`config.mk`:
```
export PLATFORM = sky130hd
export DESIGN_NAME = fifo_burst_writer
export DESIGN_NICKNAME = d
export VERILOG_FILES = /design/src/rtl/fifo_burst_writer.sv
export SDC_FILE = /design/constraint.sdc
export NUM_CORES = 1
export LEC_CHECK = 0
export BUFFER_PORTS_ARGS = -buffer_cell sky130_fd_sc_hd__buf_2
export CAP_MARGIN = 0
export CORE_ASPECT_RATIO = 0.9
export CORE_UTILIZATION = 30
export CTS_CLUSTER_SIZE = 28
export DETAILED_ROUTE_END_ITERATION = 12
export GPL_ROUTABILITY_DRIVEN = 0
export PLACE_DENSITY = 0.49
export REMOVE_ABC_BUFFERS = 1
export SYNTH_ARGS = -nofsm -noshare
export SYNTH_HDL_FRONTEND = slang
export SYNTH_SLANG_ARGS = --single-unit
```
`constraint.sdc`:
```
create_clock -name clkw -period 2.97 [get_ports clkw]
set_input_delay 0 -clock clkw [delete_from_list [all_inputs] [get_ports clkw]]
set_output_delay 0 -clock clkw [all_outputs]
set_load 0.005 [all_outputs]
```
`src/rtl/fifo_burst_writer.sv`:
```
// rtl/fifo_burst_writer.sv - burst writer that streams payload words into an async FIFO and appends an XOR checksum trailer
module fifo_burst_writer #(
  parameter int DATA_W  = 8,
  parameter int LEN_W   = 4,
  parameter int TIMEOUT = 16
) (
  input  logic              clkw,
  input  logic              rst_n,
  input  logic              start,
  input  logic [LEN_W-1:0]  burst_len,
  input  logic              src_valid,
  input  logic [DATA_W-1:0] src_data,
  output logic              src_ready,
  input  logic              fifo_full,
  output logic              fifo_wt,
  output logic [DATA_W-1:0] fifo_data,
  output logic              busy,
  output logic              done,
  output logic              err,
  output logic [15:0]       words_written
);

  // Counter wide enough to hold the value TIMEOUT itself.
  localparam int TMO_W = $clog2(TIMEOUT + 1);

  typedef enum logic [2:0] {
    S_IDLE,
    S_PAYLOAD,
    S_TRAILER,
    S_DONE,
    S_ERR
  } state_t;

  state_t            state_q,     state_d;
  logic [LEN_W-1:0]  remaining_q, remaining_d;
  logic [DATA_W-1:0] checksum_q,  checksum_d;
  logic [TMO_W-1:0]  tmo_q,       tmo_d;
  logic [15:0]       words_q,     words_d;
  logic [TMO_W-1:0]  tmo_inc;

  assign tmo_inc       = tmo_q + 1'b1;
  assign words_written = words_q;

  // State and datapath registers; reset abandons any burst in flight.
  always_ff @(posedge clkw or negedge rst_n) begin
    if (!rst_n) begin
      state_q     <= S_IDLE;
      remaining_q <= '0;
      checksum_q  <= '0;
      tmo_q       <= '0;
      words_q     <= '0;
    end else begin
      state_q     <= state_d;
      remaining_q <= remaining_d;
      checksum_q  <= checksum_d;
      tmo_q       <= tmo_d;
      words_q     <= words_d;
    end
  end

  // Next-state and datapath updates; a stalled-by-full cycle leaves the timeout counter alone.
  always_comb begin
    state_d     = state_q;
    remaining_d = remaining_q;
    checksum_d  = checksum_q;
    tmo_d       = tmo_q;
    unique case (state_q)
      S_IDLE: begin
        if (start) begin
          remaining_d = burst_len;
          checksum_d  = '0;
          tmo_d       = '0;
          state_d     = (burst_len == '0) ? S_TRAILER : S_PAYLOAD;
        end
      end
      S_PAYLOAD: begin
        if (fifo_wt) begin
          remaining_d = remaining_q - 1'b1;
          checksum_d  = checksum_q ^ src_data;
          tmo_d       = '0;
          if (remaining_q == LEN_W'(1)) begin
            state_d = S_TRAILER;
          end
        end else if (!src_valid) begin
          tmo_d = tmo_inc;
          if (tmo_inc == TMO_W'(TIMEOUT)) begin
            state_d = S_ERR;
          end
        end
      end
      S_TRAILER: begin
        if (fifo_wt) begin
          state_d = S_DONE;
        end
      end
      S_DONE:  state_d = S_IDLE;
      S_ERR:   state_d = S_IDLE;
      default: state_d = S_IDLE;
    endcase
  end

  // Saturating count of every FIFO write, trailer included.
  always_comb begin
    words_d = words_q;
    if (fifo_wt && (words_q != 16'hFFFF)) begin
      words_d = words_q + 16'd1;
    end
  end

  // Outputs decoded from the current state; the FIFO is never strobed while full.
  always_comb begin
    src_ready = 1'b0;
    fifo_wt   = 1'b0;
    fifo_data = '0;
    busy      = 1'b0;
    done      = 1'b0;
    err       = 1'b0;
    unique case (state_q)
      S_PAYLOAD: begin
        src_ready = !fifo_full;
        fifo_wt   = src_valid && !fifo_full;
        fifo_data = src_data;
        busy      = 1'b1;
      end
      S_TRAILER: begin
        fifo_wt   = !fifo_full;
        fifo_data = checksum_q;
        busy      = 1'b1;
      end
      S_DONE:  done = 1'b1;
      S_ERR:   err  = 1'b1;
      default: ;
    endcase
  end

endmodule

```
Word level (Yosys, flattened, before mapping)
Index checks and enable logic that the tools add are counted.
{"block": "word_totals", "wordCells": 56, "output_inout_bits": 29, "ff_bits": 36}
{"block": "op_classes", "bitwise": 1, "muxes": 24, "n_addsub": 3, "n_eq_ne": 13, "n_reduce_logical": 10}
{"operator": "$pmux 8 s2", "count": 2}
{"operator": "$mux 3", "count": 6}
{"operator": "$add 16x1->16 const B", "count": 1}
{"operator": "$mux 8", "count": 2}
{"operator": "$ne 16x16->1 const B", "count": 1}
{"operator": "$mux 5", "count": 3}
{"operator": "$pmux 5 s2", "count": 1}
{"operator": "$ne 3x3->1 const B", "count": 3}
{"operator": "$pmux 3 s3", "count": 1}
{"operator": "$mux 4", "count": 2}
{"operator": "$pmux 4 s2", "count": 1}
{"operator": "$xor 8x8->8", "count": 1}
{"operator": "$eq 3x2->1 const B", "count": 2}
{"operator": "$ne 2x2->1 const B", "count": 3}
{"operator": "$reduce_and 3->1", "count": 2}
{"operator": "$add 5x1->5 const B", "count": 1}
{"operator": "$eq 5x5->1 const B", "count": 1}
{"operator": "$reduce_and 5->1", "count": 1}
{"operator": "$eq 4x1->1 const B", "count": 1}
{"operator": "$logic_not 4->1", "count": 1}
{"operator": "$mux 1", "count": 4}
{"operator": "$sub 4x1->4 const B", "count": 1}
{"operator": "$eq 3x1->1 const B", "count": 1}
{"operator": "$eq 3x3->1 const B", "count": 1}
{"operator": "other kinds (7)", "count": 8}

Longest topological paths before layout
Gate-level depths: netlist of the first run.
{"block": "logic_depth", "ltp_word": 6, "mapped_depth": 7, "depth_no_buf": 7}

Worst setup path before layout of the first run
Ideal clock, no wire load.
{"block": "synth_path", "path_type": "flip-flop to flip-flop", "from": "register state_q[1]", "to": "register words_q[14], in the netlist words_written[14]", "setup_ns": 0.126, "synth_period_minus_slack_ns": 1.857, "path_stages_with_launch": 7, "arrival_time_ns": 1.731, "n_path_buf": 1, "slack_ns": 1.113, "cell_sequence": "dfrtp_1 > buf_6 > nand3b_4 > a2111o_1 > or4b_1 > nor2_1 > mux2i_1"}
{"block": "synth_between", "elab_chain_len": 3, "word_cells_on_any_way": 4, "classes_between": "eq/ne (2); mux (1); reduce/logical (1)"}
{"element": "from (decl)", "line_no": "34", "rtl": "state_t state_q, state_d;"}
{"element": "from (signal assigned)", "line_no": "53", "rtl": "state_q <= state_d;"}
{"element": "$eq 3x2->1 or $eq 3x1->1 (tied branches)", "line_no": "118", "rtl": "unique case (state_q)"}
{"element": "$pmux 1 s2 (*)", "line_no": "118"}
{"element": "$logic_and 1x1->1 (*)", "line_no": "105", "rtl": "if (fifo_wt && (words_q != 16'hFFFF)) begin"}
{"element": "to (signal assigned)", "line_no": "57", "rtl": "words_q <= words_d;"}
{"element": "to (decl)", "line_no": "38", "rtl": "logic [15:0] words_q, words_d;"}
Mark *: on every way between the ends. The rest lies on a longest branch, timed or not.
A chain may end at the register's enable or synchronous reset.

Final worst setup path of the first run
{"block": "layout_path", "from": "register state_q[0]", "to": "register words_q[14], in the netlist words_written[14]"}
The elaborated chain is that of the path after synthesis.

==> impl_metrics.toml, run 1 <==
[run_status]
status = "finished, final reports clean"

[clocking]
cts.sinks = 36
post_cts_buffers = 0
cts-root-buf = "clkbuf_8"
cts.reportedPaths.clkPinSlew_ns = 0.08
cts_buffer_depth = 2
clock_latency_ns = 0.29
cts_tree = "yes"
htreeDepth = 2
cts-buffers-inserted = 5

[sta]
hold_viol_final = 0
slew_viol_final = 0
hold_ws_ns = 0.04746
rsz0062_at_grt = "false"
max-slew-margin-rel = 0.4022
setup_viol = 0
setup_tns_ns = 0
worst_slack_ns = 0.8942
max_slew.worst_pin.slew_ns = 0.8899
layout_min_cycle_time_ns = 2.076
fin_crit_sh = 0.6989
clock.fmax_ghz = 0.4817
fin_skew_ns = 0.01192

[power_and_ir_drop]
pwr-share-clk = 0.179
power.internal_mw = 1.251
switching_share = 0.4084
switchingPower_mw = 0.8638
p_leak_nw = 1.164
combPwrFrac = 0.434
power_frac_seq = 0.387
powerDensity_nw_per_um2 = 843.5
ir_drop_mv = 0.2963

[route]
via_count = 1779
drt_iter0_drc = 87
ant_nets = 0
drt_wl_total_um = 4796
wire_per_inst_um = 13.10
route.detailed.drc = 0
vias_per_cell = 4.861
first_pass_iters = 5

[logic_synthesis]
synth_seq_cells = 36
synth-edff-count = 0
synth_area_leaders = "dfrtp_1 (43%), nor2_1 (5.1%), nand2_1 (4.3%), xnor2_1 (4.2%), xor2_1 (3.8%)"
synthCells = 228
async_flop_share = 1.000
synth_ff_type = "dfrtp_1"
yosysWarningCount = 0
yosysSeqAreaShare = 0.4335
synth_area_um2 = 2078
synth_cell_types = 46
synth_top_area_share = 0.4335
syn_area_per_cell_um2 = 9.115
yosys.area.top_type = "dfrtp_1"

[die]
core_um2 = 6621
die_area_um2 = 7265
rows = 28
ios = 46
fp.dieH_um = 80.96
die_w_um = 89.74
start_util = 0.3139

[min_path]
min_path_cells = 4
hp-start = "src_data[2]"
whs_endpoint = "checksum_q[2]$_DFFE_PN0P_"
min_path_type = "primary input to flip-flop"

[grt]
grt_overflow = 0
grt_max_degree = 37
grt_pass1_wl_um = 8066
antenna_found_initial = 0
grt_pass1_vias = 1628
gr-usage-all-layers = 0.1388

[final_layout]
drive_above_1_share = 0.2101
diodes = 0
design_area_um2 = 2507
fin_nets = 297
syn2layout_area_growth_pct = 20.65
fillers = 687

[placed_design]
io_buffer_count = 45
dpl_cell_area_um2 = 2381
dp_slack_ns = 0.8900
hpwl_um = 3381

[run]
drv_cap = 0

[critical_path]
cp_max_fo = 16
rr_startpoint = "state_q[0]$_DFFE_PN0P_"
rrSetupSlack_ns = 0.89
reg2reg_depth = 5
crit_type = "flip-flop to flip-flop"
cp.required_ns = 3.14
start_kind = "flip-flop"
cp.arrival_ns = 2.24
endpoint_kind = "flip-flop"
worst_r2r_endpoint = "words_written[14]$_DFFE_PN0P_"
## cell families after synthesis
group / after synthesis / share of synthesized area
AND/OR/NAND/NOR: 107 / 0.2607
AO/OA/AOI/OAI: 41 / 0.1373
flip-flops: 36 / 0.4335
XOR/XNOR: 19 / 0.08007
buffers and inverters: 15 / 0.03311
multiplexers: 6 / 0.03131
adder cells (fa/ha/maj): 4 / 0.02408
## layer usage
| layer | track usage | wire [µm] | vias up |
|---|---|---|---|
| li1 | - | - | 902 |
| met1 | 0.1951 | 2539 | 851 |
| met2 | 0.2115 | 2094 | 21 |
| met3 | 0.03184 | 113 | 5 |
| met4 | 0.04426 | 48 | 0 |
| met5 | 0 | 0 | - |
## final cells by class
class / instances / area, µm² / share of cell area
clock buffers: 7 / 96.34 / 0.03842
repair buffers: 49 / 262.8 / 0.1048
multi-input cells: 177 / 1109 / 0.4421
flip-flops and latches: 36 / 900.9 / 0.3593
well taps: 90 / 112.6 / 0.04491
inverters: 7 / 26.28 / 0.01048
## timing repair
item,in CTS,in global routing
hold buffers,3,0
resized for setup,0,0
endpoints found under the hold margin,38,0
## cells in the final DEF (no fill, tap or decap), drive strengths merged, types with 2 or more instances in the layout
master and instances:
o211ai 3, mux2 4, nand4 5, nor3b 2, and3 5, a21oi 8, nor3 8, a22oi 8
dfrtp 36, nor2 28, nand2 24, inv 7, nand2b 6, nand3b 3, and2 2, buf 46
a211oi 3, nand3 15, ha 4, o21ba 2, clkbuf 7, xnor2 10, mux2i 2, o21ai 10
nor4 2, xor2 9, dlygate4sd3 3
## critical path: stages, from the launching register on
cell      delay (ns)
dfrtp_1         0.55
or2b_1          0.32
a2111o_1        0.41
or4b_1          0.50
nor2_1          0.10
mux2i_1         0.07
## cell usage after synthesis (2+ instances only)
| cell | count |
|---|---|
| mux2i_1 | 2 |
| o21ai_0 | 7 |
| xor2_1 | 9 |
| xnor2_1 | 10 |
| nor2_1 | 28 |
| nand2_1 | 24 |
| buf_2 | 4 |
| clkbuf_1 | 3 |
| nand2b_1 | 6 |
| dfrtp_1 | 36 |
| mux2_1 | 3 |
| a22oi_1 | 8 |
| and2_1 | 2 |
| o211ai_1 | 3 |
| nand4_1 | 5 |
| and3_1 | 5 |
| ha_1 | 4 |
| inv_1 | 7 |
| nor3b_1 | 2 |
| a211oi_1 | 2 |
| nand3_1 | 15 |
| a21oi_1 | 8 |
| nor4_1 | 2 |
| nand3b_1 | 2 |
| o21ai_1 | 3 |
| nor3_1 | 8 |
## through the flow
step                power, mW  utilization  std cells
floorplan               1.422            -        220
global placement        1.751       0.3596        356
detailed placement      1.749       0.3596        356
CTS                     2.148       0.3787        366
global route            2.314       0.3787        366
finish                  2.115       0.3787        366
## power by group through the flow
stage	sequential (mW)	combinational, mW	clock [mW]
2_1_floorplan	0.780	0.642	0
3_3_place_gp	0.822	0.929	0
3_5_place_dp	0.829	0.921	0
4_1_cts	0.819	0.932	0.397
5_1_grt	0.847	1.05	0.414
6_report	0.818	0.918	0.379
## worst max path at each step
stage                               endpoint                          from  slack, ns
2_1_floorplan         state_q[0]$_DFFE_PN0P_        state_q[0]$_DFFE_PN0P_       0.67
4_1_cts               state_q[1]$_DFFE_PN0P_        state_q[0]$_DFFE_PN0P_       0.88
3_5_place_dp          state_q[1]$_DFFE_PN0P_        state_q[0]$_DFFE_PN0P_       0.89
6_report       words_written[14]$_DFFE_PN0P_        state_q[0]$_DFFE_PN0P_       0.89
5_1_grt        words_written[14]$_DFFE_PN0P_  words_written[2]$_DFFE_PN0P_       0.69
3_3_place_gp   words_written[14]$_DFFE_PN0P_        state_q[0]$_DFFE_PN0P_       0.91
## registers in the layout, summed over array words and instances (netlist names)
signal,count
state_q,3
checksum_q,8
tmo_q,5
remaining_q,4
words_written,16
(Power assumes the default switching activity.)
==> inputs of run 2 (changes only) <==
==> constraint.sdc (replaced) <==
create_clock -name clkw -period 2.1 [get_ports clkw]
set_input_delay 0 -clock clkw [delete_from_list [all_inputs] [get_ports clkw]]
set_output_delay 0 -clock clkw [all_outputs]
set_load 0.005 [all_outputs]
==> run 2 against run 1 <==
First-iteration DRC count is 10% higher. Hold slack worse by 0.037 ns. Count of clock-buffer cells in the layout shrank 1. Routed wire length is 1.8% lower. Power grew 46%. Worst setup slack lost 0.76 ns. Combinational power rose by 66%. Register-to-register slack got worse by 0.76 ns. Global-route usage fell by 0.11 points. Final area is 2.1% higher. Largest cell class unchanged.
==> impl_metrics.toml, run 2 (synthesis gave the netlist of run 1 again) <==
[run_status]
status = "finished, final reports clean"

[sta]
max-slew-margin-rel = 0.4452
slew_viol_final = 0
max_slew.worst_pin.slew_ns = 0.8322
fin_skew_ns = 0.005853
fin_crit_sh = 0.9355
hold_viol_final = 0
setup_tns_ns = 0
clock.fmax_ghz = 0.5090
setup_viol = 0
rsz0062_at_grt = "false"
worst_slack_ns = 0.1355
layout_min_cycle_time_ns = 1.964

[route]
drt_iter0_drc = 96
via_count = 1755
vias_per_cell = 4.680
first_pass_iters = 4
wire_per_inst_um = 12.55
ant_nets = 0
drt_wl_total_um = 4708
route.detailed.drc = 0

[final_layout]
fin_nets = 306
multi_input_area_um2 = 1114
final_cell_mix = "buf_2 (45), dfrtp_1 (35), nor2_1 (28)"
syn2layout_area_growth_pct = 23.18
seq_area_um2 = 902.1
largest_register_ffs = 16
layout_commonest_cell = "buf_2"
diodes = 0
fillers = 683
drive_above_1_share = 0.2421

[die]
die_area_um2 = 7265
rows = 28
start_util = 0.3139
core_um2 = 6621
die_w_um = 89.74
fp.dieH_um = 80.96
ios = 46

[grt]
gr-usage-all-layers = 0.1377
grt_pass1_vias = 1702
grt_max_degree = 37
grt_pass1_wl_um = 7976
antenna_found_initial = 0
grt_overflow = 0

[critical_path]
cp.arrival_ns = 2.13
cp_max_fo = 9
slowest_stage = "or4b_1"
crit_type = "flip-flop to flip-flop"
path_cells = "or2b_1, a2111o_1, or4b_1, nor2_1, mux2i_1"
start_kind = "flip-flop"
endpoint_kind = "flip-flop"
cp.buffers_inverters = 0
slowest_delay_ns = 0.50
cp.required_ns = 2.27
critical_path.top_delay_family = "simple AND/OR/NAND/NOR gates"

[clocking]
cts.reportedPaths.clkPinSlew_ns = 0.07
cts.sinks = 36
cts_tree = "yes"
clock_latency_ns = 0.28
htreeDepth = 2
cts-buffers-inserted = 5
post_cts_buffers = 0
cts_buffer_depth = 2
cts-root-buf = "clkbuf_8"

[min_path]
min_path_type = "primary input to flip-flop"

[placed_design]
dp_slack_ns = 0.1120
io_buffer_count = 45
hpwl_um = 3484

[power_and_ir_drop]
ir_drop_mv = 0.4001
powerDensity_nw_per_um2 = 1205
p_leak_nw = 1.202

[run]
drv_cap = 0
## run 2: layout make-up
cell class              count  area share
clock inverters             1    0.001955
inverters                   7     0.01026
well taps                  90     0.04399
clock buffers               6     0.02835
flip-flops and latches     36      0.3524
multi-input cells         177      0.4350
repair buffers             58      0.1281
## run 2: power breakdown
group          leakage (nW)  switching (mW)  internal [mW]
sequential            0.466           0.200          0.892
clock                0.0410           0.244          0.226
combinational         0.695           0.819          0.704
## run 2: worst paths after layout
path | slack [ns] | startpoint | depth (start not counted) | endpoint
worst max-delay path | 0.14 | state_q[0]$_DFFE_PN0P_ | 5 | words_written[14]$_DFFE_PN0P_
worst min-delay path | 0.01 | burst_len[1] | 3 | remaining_q[1]$_DFFE_PN0P_
worst max register to register | 0.14 | state_q[0]$_DFFE_PN0P_ | 5 | words_written[14]$_DFFE_PN0P_
worst min register to register | 0.50 | words_written[8]$_DFFE_PN0P_ | 1 | words_written[8]$_DFFE_PN0P_
max in group asynchronous | 1.16 | rst_n | 2 | state_q[0]$_DFFE_PN0P_
min in group asynchronous | 0.35 | rst_n | 2 | remaining_q[3]$_DFFE_PN0P_
## run 2: what timing repair did
| item | CTS | global route |
|---|---|---|
| endpoints found under the hold margin | 37 | 0 |
| resized for setup | 0 | 2 |
| setup endpoints to repair | 0 | 3 |
| hold buffers | 2 | 0 |
## run 2: worst register-to-register path, cell delays in order, from the launching register on
cell      delay [ns]
dfrtp_2         0.48
or2b_1          0.27
a2111o_1        0.43
or4b_1          0.50
nor2_1          0.10
mux2i_1         0.07
## run 2: metrics by stage
stage | utilization | power [mW] | hold slack (ns) | std cells | instance area [µm²]
5_1_grt | 0.3866 | 3.388 | 0.01347 | 375 | 2560
4_1_cts | 0.3857 | 3.115 | 0.01014 | 375 | 2554
3_3_place_gp | 0.3709 | 2.617 | 0.1536 | 366 | 2456
2_1_floorplan | - | 2.011 | -0.2956 | 220 | 2036
3_5_place_dp | 0.3709 | 2.626 | 0.1679 | 366 | 2456
6_report | 0.3866 | 3.085 | 0.01094 | 375 | 2560
## run 2: per-layer routing
layer | wire length [µm] | GRT usage | vias to the layer above
li1 | - | - | 916
met1 | 2480 | 0.1920 | 809
met2 | 2050 | 0.2146 | 25
met3 | 139 | 0.03090 | 5
met4 | 37 | 0.03934 | 0
met5 | 0 | 0 | -
